$ cat src/rtl/prog_loader_pkg.sv
// Shared definitions for the program loader: processor opcodes, loader states and the legal-opcode check.
// The CHECK state exists only when PROG_LOADER_CHECKSUM_EN is defined.
package prog_loader_pkg;

  localparam int PL_OP_W = 3;
  localparam int PL_A_W  = 5;
  localparam int INSTR_W = PL_OP_W + PL_A_W;

  // Processor opcodes; code 7 is the one unused encoding.
  typedef enum logic [PL_OP_W-1:0] {
    OP_STORE = 3'd0,
    OP_LOAD  = 3'd1,
    OP_ADD   = 3'd2,
    OP_SUB   = 3'd3,
    OP_ADDI  = 3'd4,
    OP_XOR   = 3'd5,
    OP_BNE   = 3'd6
  } opcode_e;

  typedef enum logic [2:0] {
    S_IDLE,
    S_WRITE,
`ifdef PROG_LOADER_CHECKSUM_EN
    S_CHECK,
`endif
    S_DONE,
    S_ERROR
  } loader_state_e;

  function automatic logic op_is_legal(input logic [PL_OP_W-1:0] op);
    case (op)
      OP_STORE, OP_LOAD, OP_ADD, OP_SUB, OP_ADDI, OP_XOR, OP_BNE: return 1'b1;
      default:                                                     return 1'b0;
    endcase
  endfunction

endpackage

$ cat src/rtl/prog_loader_csum.sv
// XOR accumulator over the instruction words written by the loader.
// Instantiated by prog_loader only when PROG_LOADER_CHECKSUM_EN is defined.
module prog_loader_csum #(
  parameter int W = 8
) (
  input  logic         clock,
  input  logic         n_reset,
  input  logic         clear,
  input  logic         en,
  input  logic [W-1:0] data,
  output logic [W-1:0] sum
);

  always_ff @(posedge clock or negedge n_reset) begin
    if (!n_reset) begin
      sum <= '0;
    end else if (clear) begin
      sum <= '0;
    end else if (en) begin
      sum <= sum ^ data;
    end
  end

endmodule

$ cat src/rtl/prog_loader.sv
// Program loader: packs (opcode, operand) tokens into words written to consecutive addresses from 0,
// holding the processor stalled meanwhile. Define PROG_LOADER_CHECKSUM_EN to verify a trailing XOR checksum token.
module prog_loader
  import prog_loader_pkg::*;
#(
  parameter int OP_W = PL_OP_W,
  parameter int A_W  = PL_A_W
) (
  input  logic                clock,
  input  logic                n_reset,
  input  logic                start,
  input  logic                tok_valid,
  input  logic [OP_W-1:0]     tok_op,
  input  logic [A_W-1:0]      tok_operand,
  input  logic                tok_last,
  output logic                tok_ready,
  output logic [A_W-1:0]      mem_addr,
  output logic [OP_W+A_W-1:0] mem_data,
  output logic                mem_we,
  output logic                cpu_hold,
  output logic                done,
  output logic                error
);

  localparam int W = OP_W + A_W;

  loader_state_e state, state_nx;
  logic [A_W:0]  cnt;
  logic [W-1:0]  word;
  logic          accept;
  logic          overflow;
  logic          wr;
  logic          clr;

  assign word   = {tok_op, tok_operand};
  assign accept = tok_valid && tok_ready;
  // The counter never exceeds 2**A_W, so its top bit alone flags a full memory.
  assign overflow = cnt[A_W];

`ifdef PROG_LOADER_CHECKSUM_EN
  logic [W-1:0] csum;

  prog_loader_csum #(.W(W)) u_csum (
    .clock   (clock),
    .n_reset (n_reset),
    .clear   (clr),
    .en      (wr),
    .data    (word),
    .sum     (csum)
  );
`endif

  // NOTE: every signal assigned in this block gets a default first, so no path can infer a latch.
  always_comb begin
    state_nx = state;
    wr       = 1'b0;
    clr      = 1'b0;
    case (state)
      S_IDLE, S_ERROR: begin
        if (start) begin
          state_nx = S_WRITE;
          clr      = 1'b1;
        end
      end
      S_WRITE: begin
        if (accept) begin
          if (!op_is_legal(tok_op) || overflow) begin
            state_nx = S_ERROR;
          end else begin
            wr = 1'b1;
            if (tok_last) begin
`ifdef PROG_LOADER_CHECKSUM_EN
              state_nx = S_CHECK;
`else
              state_nx = S_DONE;
`endif
            end
          end
        end
      end
`ifdef PROG_LOADER_CHECKSUM_EN
      S_CHECK: begin
        if (accept) state_nx = (word == csum) ? S_DONE : S_ERROR;
      end
`endif
      S_DONE:  state_nx = S_IDLE;
      default: state_nx = S_IDLE;
    endcase
  end

  // Handshake and status are pure state decodes, never a combinational path from tok_valid.
`ifdef PROG_LOADER_CHECKSUM_EN
  assign tok_ready = (state == S_WRITE) || (state == S_CHECK);
`else
  assign tok_ready = (state == S_WRITE);
`endif
  assign cpu_hold = (state != S_IDLE);
  assign done     = (state == S_DONE);
  assign error    = (state == S_ERROR);

  // NOTE: sequential state uses non-blocking assignments so every register samples pre-edge values.
  always_ff @(posedge clock or negedge n_reset) begin
    if (!n_reset) begin
      state    <= S_IDLE;
      cnt      <= '0;
      mem_we   <= 1'b0;
      mem_addr <= '0;
      mem_data <= '0;
    end else begin
      state  <= state_nx;
      mem_we <= wr;
      if (clr) begin
        cnt <= '0;
      end else if (wr) begin
        cnt      <= cnt + 1'b1;
        mem_addr <= cnt[A_W-1:0];
        mem_data <= word;
      end
    end
  end

endmodule

$ cat config.mk
export PLATFORM = sky130hd
export DESIGN_NAME = prog_loader
export DESIGN_NICKNAME = d
export VERILOG_FILES = /design/src/rtl/prog_loader_pkg.sv /design/src/rtl/prog_loader_csum.sv /design/src/rtl/prog_loader.sv
export SDC_FILE = /design/constraint.sdc
export NUM_CORES = 1
export LEC_CHECK = 0
export CORE_ASPECT_RATIO = 0.7
export CORE_MARGIN = 3
export CORE_UTILIZATION = 46
export DETAILED_ROUTE_END_ITERATION = 16
export PLACE_DENSITY = 0.74
export REMOVE_ABC_BUFFERS = 1
export SYNTH_ARGS = -nofsm -noshare
export SYNTH_HDL_FRONTEND = slang
export SYNTH_SLANG_ARGS = --single-unit
$ cat constraint.sdc
create_clock -name clock -period 2.1 [get_ports clock]
set_input_delay 0.315 -clock clock [delete_from_list [all_inputs] [get_ports clock]]
set_output_delay 0.315 -clock clock [all_outputs]
set_load 0.02 [all_outputs]
==> results of run 1 <==
power groups by stage:
stage | clock, uW | combinational [uW] | sequential (uW)
2_1_floorplan | 0 | 491 | 792
3_3_place_gp | 0 | 1010 | 672
3_5_place_dp | 0 | 1020 | 679
4_1_cts | 327 | 1020 | 669
5_1_grt | 353 | 1080 | 688
6_report | 323 | 1010 | 667
worst paths after layout:
check	slack, ns	to	start
setup / recovery	0.11	cpu_hold	state[0]$_DFFE_PN0P_
hold / removal	0.34	mem_addr[2]$_DFFE_PN0P_	n_reset
setup reg to reg	0.27	mem_addr[4]$_DFFE_PN0P_	state[0]$_DFFE_PN0P_
hold reg to reg	0.52	mem_data[1]$_DFFE_PN0P_	mem_data[1]$_DFFE_PN0P_
max in group asynchronous	1.53	state[0]$_DFFE_PN0P_	n_reset
min in group clock	0.52	mem_data[1]$_DFFE_PN0P_	mem_data[1]$_DFFE_PN0P_
through the flow:
step             util  instances  hold WS (ns)
6_report       0.7233        143        0.3403
5_1_grt        0.7233        143        0.3581
4_1_cts        0.7233        143        0.3563
3_5_place_dp   0.6979        139        0.4901
3_3_place_gp   0.6979        139        0.4893
2_1_floorplan       -         75       0.01941
cells in the final DEF (no fill, tap or decap), drive strengths merged, types with 4 or more instances in the layout:
cell type	n
buf	4
inv	5
dfrtp	22
clkdlybuf4s50	29
ha	7
mux2	15
nor2	7
cells by family (layout without fill, tap and decap cells):
group / after synthesis / after routing
simple gates: 16 / 16
xor+xnor: 4 / 4
mux: 16 / 16
compound gates: 5 / 5
buf+inv: 7 / 43
flops: 22 / 22
fa+ha+maj: 7 / 7
area by class of cell:
type,count,area [um2]
clock inverters,1,30.03
clock buffers,3,22.52
multi-input cells,48,470.5
inverters,5,18.77
fillers,153,558.0
well taps,30,37.54
flip-flops and latches,22,550.5
repair buffers,34,329.1
state kept, by name (all words and copies together) (netlist names):
name,flops
mem_data,8
cnt,6
mem_addr,5
state,2
mem_we,1
per-layer routing:
| metal | share of wire | GRT usage | up-vias |
|---|---|---|---|
| met5 | 0 | 0 | - |
| met4 | 0.011 | 0.03863 | 0 |
| met3 | 0.051 | 0.04878 | 2 |
| met2 | 0.46 | 0.2469 | 21 |
| met1 | 0.48 | 0.2025 | 335 |
| li1 | - | - | 335 |
==> flow_summary.toml, run 1 <==
[clock_network]
postCtsSetupBuffers = 0
cts_buffers = 3
h-tree-depth = 1
cts_tree = "yes"
cts_root_buffer = "clkbuf_4"
clk_pin_slew_worst_paths_ns = 0.13
cts.sinks = 22
cts-resized-gates = 1
clock_path_buffers = 2
insertion_delay_ns = 0.32
hold_buffers = 0

[global_routing]
grt-ovfl-total = 0
grt_max_degree = 23
grt_pass1_wl_mm = 3.387
grt_use_total = 0.1528
grt_pass1_vias = 728
grt_antenna_before_repair = 0

[logic_synthesis]
yosysWarnings = 0
synth_top_family_by_area = "multiplexers"
synth.area.mux_share = 0.2021
synth_xor_area_frac = 0.03271
synth_async_sr_flop_share = 1.000
synthAdderAreaFrac = 0.08178
ys_seq_elements = 22
synthTopCellsByCount = "dfrtp_1, mux2_4, ha_1, nor2_1"
avgSynthCellArea_um2 = 13.91
yosysMostFrequentCell = "dfrtp_1"
synth_ff_type = "dfrtp_1"
synth-seq-area-share = 0.5140
synth_compound_area_frac = 0.03621
synth_area_mm2 = 0.001071
synth_largest_area_cell = "dfrtp_1"
netlist_instances = 77
synth.area.top_cells = "dfrtp_1, mux2_4, ha_1, mux2_2, nor2_1"
synth-edff-count = 0
synthSimpleGateAreaFrac = 0.08645
yosysUniqueCellTypes = 20
yosysTopAreaCellShare = 0.5140

[setup_path]
cp_slowest_cell = "clkdlybuf4s50_1"
cp_slowest_stage_delay_ns = 0.59
path_class = "register to output port"
worstPathCellList = "inv_1 > ha_1 > inv_1 > clkdlybuf4s50_1"
cp_num_buf_inv = 3
cp-end-kind = "output port"
crit_arrival_ns = 1.68
critical_path_required_ns = 1.78
cp_common_cell = "inv_1"
cp.depth = 4
reg2regPathDepth = 5
cpLargestDelayFamily = "buffers and inverters"
start_kind = "register"
worst-path-max-fanout = 5

[floorplanning]
die_h_um = 46.37
start_util = 0.5310
die_area_mm2 = 0.002952
die_w_um = 63.67
core_mm2 = 0.002017
io_pins = 31
rows = 13

[drt]
drt_first_pass_iters = 4
routed_wl_mm = 1.993
wl_per_cell_um = 13.94
drtIter0Drc = 20
drc = 0
via_per_inst = 4.846
vias = 693
ant_nets = 0

[power]
switching_share = 0.3463
vdd_drop_max_v = 0.0007913
clockPowerShare = 0.161
p_comb_frac = 0.506
total_power_uw = 2004
powerDensity_mw_per_mm2 = 1374
p_seq_frac = 0.333
power.switching_uw = 694.0
cellLeakagePower_uw = 0.0007105
p_int_uw = 1310

[placement]
io_buffers = 30
dp_hpwl_mm = 1.502
gp_congestion = 0.6811
place_area_mm2 = 0.001408
post-place-ws_ns = 0.2264

[timing]
fin_tns_setup_ns = 0
fin_crit_sh = 0.9482
hold_violations = 0
min_period_ns = 1.991
setup_slack_ns = 0.1088
worstMarginPinSlew_ns = 0.2847
skew_ns = 0.01555
rsz0062_at_grt = "no"
setup_viol = 0
clock.fmax_mhz = 502.2
relSlewSlack = 0.8093
drv_slew = 0

[worst_hold_path]
hp-class = "primary input to asynchronous set/reset pin"

[cells_and_area]
area_delta_synth_final_pct = 36.22
drive_above_1_share = 0.2212
final_area_mm2 = 0.001459
diodes = 0
layout.nets = 134

[flow_run]
maxCapViolations = 0

[status]
run_status = "finished clean"
(Power assumes the default switching activity.)
==> inputs of run 2 (changes only) <==
REMOVE_ABC_BUFFERS = unset   (was 1)
==> run 2 against run 1 <==
  * Clock-buffer cell count grew 1
  * Combinational power is essentially flat
  * Global-route usage grew 1.1 points
  * Total power shrank 2.9%
  * Non-clock buffer count grew 1
  * Via count grew 2.6%
  * Critical endpoint unchanged
  * Largest cell class unchanged
==> flow_summary.toml, run 2 (synthesis gave the netlist of run 1 again) <==
[drt]
routed_wl_mm = 2.111
drtIter0Drc = 20
ant_nets = 0
via_per_inst = 4.938
vias = 711
drc = 0
drt_first_pass_iters = 3
wl_per_cell_um = 14.66

[power]
p_int_uw = 1235
switching_share = 0.3655
powerDensity_mw_per_mm2 = 1341
p_comb_frac = 0.531
power.switching_uw = 711.3
cellLeakagePower_uw = 0.0007072
vdd_drop_max_v = 0.0006741
p_seq_frac = 0.346
clockPowerShare = 0.123

[cells_and_area]
top_register = "mem_data"
drive_above_1_share = 0.2368
largest_register_ff_count = 8
fillers = 166
final_cell_mix = "clkdlybuf4s50_1, dfrtp_1, mux2_4, nor2_1, ha_1"
final_common_cell = "clkdlybuf4s50_1"
layout.nets = 135
final_area_mm2 = 0.001451
diodes = 0
largest_registers = "mem_data: 8 flops, cnt: 6 flops, mem_addr: 5 flops"
finish.cell_count_without_fillers = 144
area_delta_synth_final_pct = 35.51
seq_area_um2 = 551.8
multi_input_area_um2 = 470.5

[timing]
relSlewSlack = 0.8108
skew_ns = 0.01026
min_period_ns = 1.965
fin_tns_setup_ns = 0
rsz0062_at_grt = "no"
fin_crit_sh = 0.9357
worstMarginPinSlew_ns = 0.2824
hold_violations = 0
drv_slew = 0
clock.fmax_mhz = 508.9
setup_viol = 0

[global_routing]
grt-ovfl-total = 0
grt_pass1_wl_mm = 3.422
grt_pass1_vias = 719
grt_use_total = 0.1636
grt_antenna_before_repair = 0
grt_max_degree = 23

[setup_path]
path_class = "register to output port"
worst-path-max-fanout = 4
critical_path_required_ns = 1.78
cp_common_cell = "inv_1"
reg2regPathDepth = 5
cp-end-kind = "output port"
crit_arrival_ns = 1.65
cp_slowest_cell = "clkdlybuf4s50_1"
cp_slowest_stage_delay_ns = 0.59
worstPathCellList = "inv_1 > ha_1 > inv_1 > clkdlybuf4s50_1"
start_kind = "register"

[floorplanning]
core_mm2 = 0.002017
die_h_um = 46.37
start_util = 0.5310
rows = 13
io_pins = 31
die_area_mm2 = 0.002952
die_w_um = 63.67

[flow_run]
maxCapViolations = 0

[clock_network]
clk_pin_slew_worst_paths_ns = 0.13
cts.sinks = 22
hold_buffers = 0
cts_tree = "yes"
cts_root_buffer = "clkbuf_4"
clock_path_buffers = 2
cts_buffers = 3
h-tree-depth = 1
insertion_delay_ns = 0.32

[placement]
place_area_mm2 = 0.001408
gp_congestion = 0.7581
dp_hpwl_mm = 1.559
place_inst = 139
io_buffers = 30

[logic_synthesis]
syn_nets = 97

[worst_hold_path]
hp-class = "primary input to asynchronous set/reset pin"

[status]
run_status = "finished clean"
run 2: cell types whose count changed in the layout (fill, tap and decap cells not counted), sizes merged:
cell / change
clkbuf: +1
bufinv: -1
buf: +1
run 2: worst paths after layout:
| check | slack, ns | from | end |
|---|---|---|---|
| max | 0.14 | state[0]$_DFFE_PN0P_ | cpu_hold |
| min | 0.32 | n_reset | mem_we$_DFF_PN0_ |
| max reg2reg | 0.26 | state[1]$_DFFE_PN0P_ | mem_addr[4]$_DFFE_PN0P_ |
| min reg2reg | 0.52 | mem_data[3]$_DFFE_PN0P_ | mem_data[3]$_DFFE_PN0P_ |
| max in group asynchronous | 1.53 | n_reset | state[1]$_DFFE_PN0P_ |
| min in group clock | 0.52 | mem_data[3]$_DFFE_PN0P_ | mem_data[3]$_DFFE_PN0P_ |
run 2: area by class of cell:
| cell class | instances | area share |
|---|---|---|
| Inverter | 5 | 0.01293 |
| Tap cell | 30 | 0.02586 |
| Multi-Input combinational cell | 48 | 0.3241 |
| Clock buffer | 4 | 0.02500 |
| Timing Repair Buffer | 35 | 0.2319 |
| Sequential cell | 22 | 0.3802 |
run 2: timing repair:
action	CTS	global route
setup endpoints to repair	1	1
gates resized for setup	1	1
buffers inserted	0	1
run 2: power groups by stage:
stage | Sequential [uW] | Clock (uW) | Combinational [uW]
finish | 673 | 239 | 1030
global route | 692 | 264 | 1120
CTS | 674 | 244 | 1030
detailed placement | 681 | 0 | 1030
global placement | 669 | 0 | 1020
floorplan | 792 | 0 | 525
run 2: worst max-delay path, delay by kind of cell (launching register included):
family                   cells  cell delay, ns
buffers and inverters        3            0.73
flip-flops                   1            0.41
adder cells (fa/ha/maj)      1            0.20
run 2: routing by layer:
layer / routed length (um) / global-route usage / vias up
met5: 0 / 0 / -
met4: 34 / 0.07725 / 0
met3: 131 / 0.06098 / 6
met2: 954 / 0.2635 / 20
met1: 990 / 0.1991 / 346
li1: - / - / 339
run 2: metrics by stage:
stage	util	hold slack (ns)	power, uW	setup WS [ns]
after floorplan	-	0.01941	1316	0.2428
after global placement	0.6979	0.4925	1686	0.2685
after detailed placement	0.6979	0.4953	1713	0.2427
after CTS	0.7153	0.3252	1948	0.07584
after global routing	0.7196	0.3337	2071	0.02511
final	0.7196	0.3171	1946	0.1350
